$ cat src/rtl/verinject_injection_sequencer.sv
// Fault-injection sequencer: holds a schedule of (cycle, bit-index) entries
// and broadcasts each index on verinject__injector_state for one cycle at
// its scheduled cycle. Idle code 32'hFFFF_FFFF between faults; reset code
// 32'hFFFF_FFFE on request to clear the injectors' stored faults.
module verinject_injection_sequencer #(
  parameter int DEPTH      = 8,
  parameter int DEPTH_LOG2 = 3,
  parameter int CYCLE_W    = 32
) (
  input  logic               clock,
  input  logic               reset,
  input  logic               load_valid,
  output logic               load_ready,
  input  logic [CYCLE_W-1:0] load_cycle,
  input  logic [31:0]        load_index,
  input  logic               start,
  input  logic               abort,
  input  logic               clear_faults,
  output logic [31:0]        verinject__injector_state,
  output logic [CYCLE_W-1:0] cycle_count,
  output logic               busy,
  output logic               done,
  output logic               err_reserved,
  output logic               err_late
);

  localparam logic [31:0] IDLE_CODE  = 32'hFFFF_FFFF;
  localparam logic [31:0] RESET_CODE = 32'hFFFF_FFFE;

  typedef enum logic [1:0] {
    S_IDLE,
    S_RUN,
    S_DONE
  } state_t;

  state_t state_q, state_d;

  logic [CYCLE_W-1:0]    mem_cycle [DEPTH];
  logic [31:0]           mem_index [DEPTH];
  logic [DEPTH_LOG2-1:0] rd_ptr, wr_ptr;
  logic [DEPTH_LOG2:0]   fifo_count;

  logic                  fifo_full, fifo_empty;
  logic                  accept, reserved, push, pop;
  logic [CYCLE_W-1:0]    head_cycle;
  logic [31:0]           head_index;

  logic [31:0]           out_q, out_d;
  logic [CYCLE_W-1:0]    cc_q, cc_d, cc_inc;
  logic                  late_set;

  assign fifo_full  = (fifo_count == (DEPTH_LOG2+1)'(DEPTH));
  assign fifo_empty = (fifo_count == '0);
  assign load_ready = !fifo_full && !abort;
  assign accept     = load_valid && load_ready;
  assign reserved   = (load_index == IDLE_CODE) || (load_index == RESET_CODE);
  assign push       = accept && !reserved;
  assign head_cycle = mem_cycle[rd_ptr];
  assign head_index = mem_index[rd_ptr];
  assign cc_inc     = (cc_q == '1) ? cc_q : cc_q + 1'b1;

  // Schedule storage: written on every accepted, non-reserved entry.
  always_ff @(posedge clock) begin
    if (push) begin
      mem_cycle[wr_ptr] <= load_cycle;
      mem_index[wr_ptr] <= load_index;
    end
  end

  // FIFO pointers and occupancy; abort flushes the whole schedule.
  always_ff @(posedge clock or posedge reset) begin
    if (reset) begin
      rd_ptr     <= '0;
      wr_ptr     <= '0;
      fifo_count <= '0;
    end else if (abort) begin
      rd_ptr     <= '0;
      wr_ptr     <= '0;
      fifo_count <= '0;
    end else begin
      if (push) wr_ptr <= wr_ptr + 1'b1;
      if (pop)  rd_ptr <= rd_ptr + 1'b1;
      case ({push, pop})
        2'b10:   fifo_count <= fifo_count + 1'b1;
        2'b01:   fifo_count <= fifo_count - 1'b1;
        default: fifo_count <= fifo_count;
      endcase
    end
  end

  // State, broadcast, counter and sticky error registers.
  always_ff @(posedge clock or posedge reset) begin
    if (reset) begin
      state_q      <= S_IDLE;
      out_q        <= IDLE_CODE;
      cc_q         <= '0;
      err_reserved <= 1'b0;
      err_late     <= 1'b0;
    end else begin
      state_q      <= state_d;
      out_q        <= out_d;
      cc_q         <= cc_d;
      err_reserved <= err_reserved | (accept && reserved);
      err_late     <= err_late | late_set;
    end
  end

  // Next state, broadcast value and pop decision. The head is compared with
  // the value cycle_count takes at this same edge, so an on-time entry is
  // visible exactly while cycle_count equals its stamp.
  always_comb begin
    state_d  = state_q;
    out_d    = IDLE_CODE;
    cc_d     = cc_q;
    pop      = 1'b0;
    late_set = 1'b0;
    if (abort) begin
      state_d = S_IDLE;
      cc_d    = '0;
    end else begin
      case (state_q)
        S_IDLE, S_DONE: begin
          if (clear_faults) begin
            out_d = RESET_CODE;
          end else if (start) begin
            cc_d = '0;
            if (fifo_empty) begin
              state_d = S_DONE;
            end else begin
              state_d = S_RUN;
              if (head_cycle == '0) begin
                out_d = head_index;
                pop   = 1'b1;
              end
            end
          end
        end
        S_RUN: begin
          cc_d = cc_inc;
          if (fifo_empty) begin
            state_d = S_DONE;
          end else if (head_cycle <= cc_inc) begin
            out_d    = head_index;
            pop      = 1'b1;
            late_set = (head_cycle < cc_inc);
          end
        end
        default: state_d = S_IDLE;
      endcase
    end
  end

  assign verinject__injector_state = out_q;
  assign cycle_count               = cc_q;
  assign busy                      = (state_q == S_RUN);
  assign done                      = (state_q == S_DONE);

endmodule
$ cat config.mk
export PLATFORM = sky130hd
export DESIGN_NAME = verinject_injection_sequencer
export DESIGN_NICKNAME = d
export VERILOG_FILES = /design/src/rtl/verinject_injection_sequencer.sv
export SDC_FILE = /design/constraint.sdc
export NUM_CORES = 1
export LEC_CHECK = 0
export CAP_MARGIN = 20
export CORE_MARGIN = 5
export CORE_UTILIZATION = 45
export CTS_BUF_LIST = sky130_fd_sc_hd__clkbuf_4 sky130_fd_sc_hd__clkbuf_8
export CTS_CLUSTER_SIZE = 16
export DETAILED_ROUTE_END_ITERATION = 10
export PLACE_DENSITY = 0.65
export SLEW_MARGIN = 10
export SYNTH_ARGS = -nofsm -noshare
export SYNTH_HDL_FRONTEND = slang
export SYNTH_SLANG_ARGS = --single-unit
$ cat constraint.sdc
create_clock -name clock -period 7 [get_ports clock]
set_input_delay 1.4 -clock clock [delete_from_list [all_inputs] [get_ports clock]]
set_output_delay 1.4 -clock clock [all_outputs]
set_load 0.005 [all_outputs]
Word-level counts from Yosys, hierarchy flattened
Memory sizes are Yosys's and may differ from the RTL's.
Cells that the tools add are included.
{"block": "op_classes", "add_sub_neg": 5, "magnitude_cmp": 2, "n_eq_ne": 11, "mux": 39, "n_bitwise": 2, "n_reduce_logical": 18}
{"operator": "32-bit 2-to-1 mux", "n": 11}
{"operator": "32-bit one-hot mux with 2 select lines", "n": 2}
{"operator": "32-bit == test (second input constant)", "n": 3}
{"operator": "32-bit by 1-bit adder with 32-bit output (second input constant)", "n": 1}
{"operator": "32-bit <= comparator", "n": 1}
{"operator": "32-bit logical NOT", "n": 1}
{"operator": "32-bit less-than comparator", "n": 1}
{"operator": "1-bit 2-to-1 mux", "n": 13}
{"operator": "3-bit 2-to-1 mux", "n": 4}
{"operator": "2-bit 2-to-1 mux", "n": 5}
{"operator": "4-bit one-hot mux with 2 select lines", "n": 1}
{"operator": "3-bit by 1-bit adder with 3-bit output (second input constant)", "n": 2}
{"operator": "3-bit != test (second input constant)", "n": 2}
{"operator": "3-bit AND reduction", "n": 2}
{"operator": "3-bit nonzero test", "n": 2}
{"operator": "4-bit by 1-bit adder with 4-bit output (second input constant)", "n": 1}
{"operator": "2-bit by 1-bit == test with 1-bit output (second input constant)", "n": 2}
{"operator": "2-bit == test (second input constant)", "n": 2}
{"operator": "4-bit == test (second input constant)", "n": 1}
{"operator": "1-bit logical AND", "n": 4}
{"operator": "4-bit logical NOT", "n": 1}
{"operator": "4-bit 2-to-1 mux", "n": 1}
{"operator": "2-bit one-hot mux with 2 select lines", "n": 1}
{"operator": "2-bit nonzero test", "n": 2}
{"operator": "other kinds (8)", "n": 11}
{"block": "totals", "regBits": 78, "ram_bits": 512, "in_bits": 70, "n_memories": 2}
{"memory": "mem_cycle", "depth": 8, "width": 32, "rd": 1, "rd_clocked_by_memory_dff": 0, "write_ports": 1, "line": "38", "text": "logic [CYCLE_W-1:0] mem_cycle [DEPTH];"}
{"memory": "mem_index", "depth": 8, "width": 32, "rd": 1, "rd_clocked_by_memory_dff": 0, "write_ports": 1, "line": "39", "text": "logic [31:0] mem_index [DEPTH];"}

Depth between registers and ports, before layout
An unclocked memory read counts as a cell.
{"block": "depth", "depth_word": 11, "depth_mapped": 26, "depth_no_buf": 23}

Least setup slack after synthesis
No wires, ideal clock.
{"block": "synth_path", "path_kind": "input-to-reg", "start": "input abort", "end": "memory mem_cycle[4][0], enable pin", "setup_time_ps": 578, "arrival_time_ps": 7261, "required_time_ps": 6422, "setup_slack_ps": -839, "cell_stages": 7, "cell_sequence": "clkbuf_1 -> a21oi_1 -> nand2_1 -> a21oi_1 -> clkbuf_1 -> nand2b_1 -> nor3b_1"}
{"block": "synth_via", "elab_chain_len": 6}
{"item": "from (decl)", "line": "17", "text": "input logic abort,"}
{"item": "1-bit logical NOT", "line": "54", "text": "assign load_ready = !fifo_full && !abort;"}
{"item": "1-bit logical AND", "line": "54"}
{"item": "via load_ready", "line": "13", "text": "output logic load_ready,"}
{"item": "1-bit logical AND", "line": "55", "text": "assign accept = load_valid && load_ready;"}
{"item": "1-bit logical AND", "line": "57", "text": "assign push = accept && !reserved;"}
{"item": "1-bit 2-to-1 mux", "line": "64", "text": "if (push) begin"}
{"item": "1-bit 2-to-1 mux (not written as such)", "line": "65", "text": "mem_cycle[wr_ptr] <= load_cycle;"}
{"item": "to (decl)", "line": "38"}
The timed path passes the listed nets, and every way through them passes these cells.

Worst setup path after layout
{"block": "layout_path", "start": "register cc_q[6], in the netlist cycle_count[6]", "end": "register fifo_count[3]"}
{"block": "layout_via", "elab_chain_len": 10, "word_cells_on_any_way": 13, "cone_classes": "add/sub (1); order compare (1); eq/ne (3); mux (7); reduce/logical (1)"}
{"item": "from (decl)", "line": "49", "text": "logic [CYCLE_W-1:0] cc_q, cc_d, cc_inc;"}
{"item": "from (signal assigned)", "line": "96", "text": "cc_q <= '0;"}
{"item": "from (signal assigned)", "line": "102", "text": "cc_q <= cc_d;"}
{"item": "32-bit by 1-bit adder with 32-bit output or 32-bit == test (tied branches)", "line": "60", "text": "assign cc_inc = (cc_q == '1) ? cc_q : cc_q + 1'b1;"}
{"item": "32-bit 2-to-1 mux *", "line": "60"}
{"item": "32-bit <= comparator *", "line": "142", "text": "end else if (head_cycle <= cc_inc) begin"}
{"item": "1-bit 2-to-1 mux *", "line": "142"}
{"item": "1-bit 2-to-1 mux *", "line": "140", "text": "if (fifo_empty) begin"}
{"item": "1-bit one-hot mux with 2 select lines *", "line": "121", "text": "case (state_q)"}
{"item": "1-bit 2-to-1 mux *", "line": "117", "text": "if (abort) begin"}
{"item": "2-bit by 1-bit == test with 1-bit output or 2-bit == test (tied branches)", "line": "83", "text": "case ({push, pop})"}
{"item": "4-bit one-hot mux with 2 select lines", "line": "83"}
{"item": "4-bit 2-to-1 mux", "line": "76", "text": "end else if (abort) begin"}
{"item": "to (signal assigned)", "line": "84", "text": "2'b10: fifo_count <= fifo_count + 1'b1;"}
{"item": "to (signal assigned)", "line": "85", "text": "2'b01: fifo_count <= fifo_count - 1'b1;"}
{"item": "to (signal assigned)", "line": "86", "text": "default: fifo_count <= fifo_count;"}
{"item": "to (decl)", "line": "41", "text": "logic [DEPTH_LOG2:0] fifo_count;"}
Every way passes the cells marked *; elsewhere a longest branch is shown, timed or not.
A chain may end at the register's enable or synchronous reset.

==> results.md <==
* Final Skew at 34.7 ps
* Overall die width at 242 µm
* Pre-CTS setup slack at 763 ps
* Post-synth EDFFs at 512
* H-tree levels at 3
* Slew Limit Fails at 0
* Avg Cell Area, Syn at 18.2 µm²
* Post-CTS sizing at 0
* Share of layout cells above drive strength 1 at 25.3%
* Cell area after layout at 0.0285 mm²
* Remaining antenna violation count at 0
* Synth top area share at 63.7%
* Core ar. at 0.0535 mm²
* Setup crit start kind: register
* Longest Clk Path Bufs at 3
* Final setup TNS at 0 ps
* Final Hold Viols at 0
* Drt initial violations at 934
* Antenna violations before repair at 7
* First-pass GRT wire length at 83.4 mm
* Hold Path Origin: err_reserved$_DFF_PP0_
* Clk_lat worst skew at 690 ps
* Hold path endpoint: err_reserved$_DFF_PP0_
* Worst Setup End Kind: register
* Row cnt at 85
* Detailed Route WL at 54.3 mm
* DR pass1 iterations at 5
* Post-synthesis adder-cell area fraction at 2.00%
* CP max FO at 11
* Setup Fix Bufs, Post-CTS at 0
* Clock Sinks at 590
* Most frequent cells in the layout: edfxtp_1 (512), clkdlybuf4s50_1 (138), mux4_2 (127)
* Placed insts at 2134
* WHS Path Cells at 1
* Seq/Total Area, Yosys at 71.9%
* Flop2flop setup slack at 700 ps
* Arr. time, crit path at 6860 ps
* Post-synthesis mux area share at 15.2%
* CTS Buf Count at 95
* Pwr dens at 249 mW/mm²
* Die Y at 242 µm
* Final RePlAce weighted congestion at 0.816
* Status: complete, no violations
* Mapped Area at 0.0241 mm²
* Hpwl dp at 32.7 mm
* Fraction of the mapped netlist area in compound gates at 2.92%
* Type of the worst min-delay path: reg -> reg
* Clock root buffer: clkbuf_8
* Yosys warns at 0
* Final Setup Violations at 0
* I/O pin count at 139
* Setup ws final at 701 ps
* Critical path required time at 7560 ps
* CTS tree: done
* Reg2reg start: cycle_count[6]$_DFFE_PP0P_
* DP Area at 0.0265 mm²
* Max frequency at 159 MHz
* Syn Inst Count at 1329
* Worst slew pin tran at 960 ps
* DR WL/cell at 23.5 µm
* Fillers at 4257
* Reg clk slew, reported paths at 60 ps
* Die Area at 0.0584 mm²
* Post-synthesis simple-gate area fraction at 5.37%
* Final Net Count at 1643
* Number of vias per cell at 5.56
* DRC at 0
* PortBufs at 138
* Synth unique cells at 55
* CTS Hold Buffers Added at 0
* Rel. slew slack at 35.4%
* Commonest non-fill, non-tap cell in the layout: edfxtp_1
* Worst reg-to-reg path cell count at 22
* #FFs+latches synth at 590
* MaxCap Viol Count at 0
* Pleak at 9.16 nW
* Synth area leader: edfxtp_1
* Largest family of logic cells by synthesized area: multiplexers
* Ys flop type: edfxtp_1
* VDD IR-drop max at 0.174 mV
* Reg-to-reg endpoint: fifo_count[3]$_DFFE_PP0P_
* Period utilisation layout at 90.0%
* GRT overflow at 0
* Final min period at 6300 ps
* Finished Layout Cells at 2307
* Async SR Flop Fraction at 13.2%
* Synth-to-layout area growth at 17.9%
* Tot GR Track Use at 18.5%
* Largest net degree at the start of global routing at 59
* Crit path from: cycle_count[6]$_DFFE_PP0P_
* Crit Path Class: reg -> reg
* Initial Util at 45.1%
* XOR/XNOR share of the synthesized area at 1.36%
* Synth top area cells: edfxtp_1 (64%), mux4_2 (12%), dfrtp_1 (4.8%)
* Vias post-DR at 12800
* Mapped Nets at 1437
* RSZ-0062 raised after global routing: no
* Vias in the first global route at 13700
## logic make-up (layout without fill, tap and decap cells)
family                   Yosys count  count (layout)
XOR/XNOR                          36              36
AND/OR/NAND/NOR                  272             272
multiplexers                     202             202
AO/OA/AOI/OAI                    119             119
flip-flops                       590             590
other                              0               1
buffers and inverters             72             353
adder cells (fa/ha/maj)           38              38
## metal layers
layer	part of all wire [%]	vias up	GRT usage (%)
met4	1.7	12	4.38
met5	0.15	-	0
met1	42	6613	24.8
li1	-	5759	-
met3	6.6	80	5.22
met2	49	373	30.6
## critical path, stage by stage, from the launching register on
cell,delay (ps)
dfrtp_1,470
nand4_1,250
nor4_1,480
nand4_1,460
and2_0,460
nand3_1,220
xor2_1,220
ha_1,290
a21oi_1,150
nand2_1,70
a221o_1,340
a211o_1,280
a211o_1,310
a21oi_1,200
a21oi_1,100
buf_4,210
nor3_1,400
ha_1,320
a21o_1,170
a21oi_1,200
nor2b_1,70
mux2i_1,150
mux2_2,340
## how the worst max path moves through the flow
| stage | endpoint | slack [ps] | depth (start not counted) |
|---|---|---|---|
| after CTS | fifo_count[3]$_DFFE_PP0P_ | 740 | 23 |
| after global placement | fifo_count[3]$_DFFE_PP0P_ | 980 | 23 |
| after global routing | fifo_count[3]$_DFFE_PP0P_ | 90 | 22 |
| after floorplan | mem_cycle[5][0]$_DFFE_PP_ | -810 | 7 |
| after detailed placement | fifo_count[3]$_DFFE_PP0P_ | 760 | 23 |
| final | fifo_count[3]$_DFFE_PP0P_ | 700 | 22 |
## state kept, by name (all words and copies together), names as in the netlist
| signal | cells |
|---|---|
| mem_cycle | 256 |
| rd_ptr | 3 |
| err_late | 1 |
| mem_index | 256 |
| fifo_count | 4 |
| state_q | 2 |
| cycle_count | 32 |
| verinject__injector_state | 32 |
| err_reserved | 1 |
| wr_ptr | 3 |
## final cells by class
type                    instances  area, µm²  area share (%)
flip-flops and latches        590      17400            61.0
multi-input cells             667       6540            23.0
repair buffers                174       1700            5.98
clock buffers                 133       1600            5.62
well taps                     696        871            3.06
clock inverters                39        349            1.23
inverters                       7       27.5          0.0967
diodes                          1       2.50         0.00879
## synth_stat cells (all sizes together), types with 21 or more instances
cell,n
nor3,25
a21oi,37
o21ai,46
mux2,35
nand3,21
buf,23
mux4,127
dfrtp,46
clkbuf,42
nand2,93
dfstp,32
mux2i,40
ha,37
nor2,60
edfxtp,512
## where the power goes
group	internal (mW)	switching, mW	leakage, nW
logic	0.0902	0.127	2.53
registers	3.86	0.0109	5.60
clock network	1.65	1.36	1.03
## per-stage QoR
stage	utilization, %	hold WS, ps	total power [mW]
2_1_floorplan	-	460	4.04
3_3_place_gp	49.6	453	4.16
3_5_place_dp	49.6	468	4.16
4_1_cts	53.2	481	7.18
5_1_grt	53.2	507	7.37
6_report	53.2	484	7.09
(Power assumes the default switching activity.)
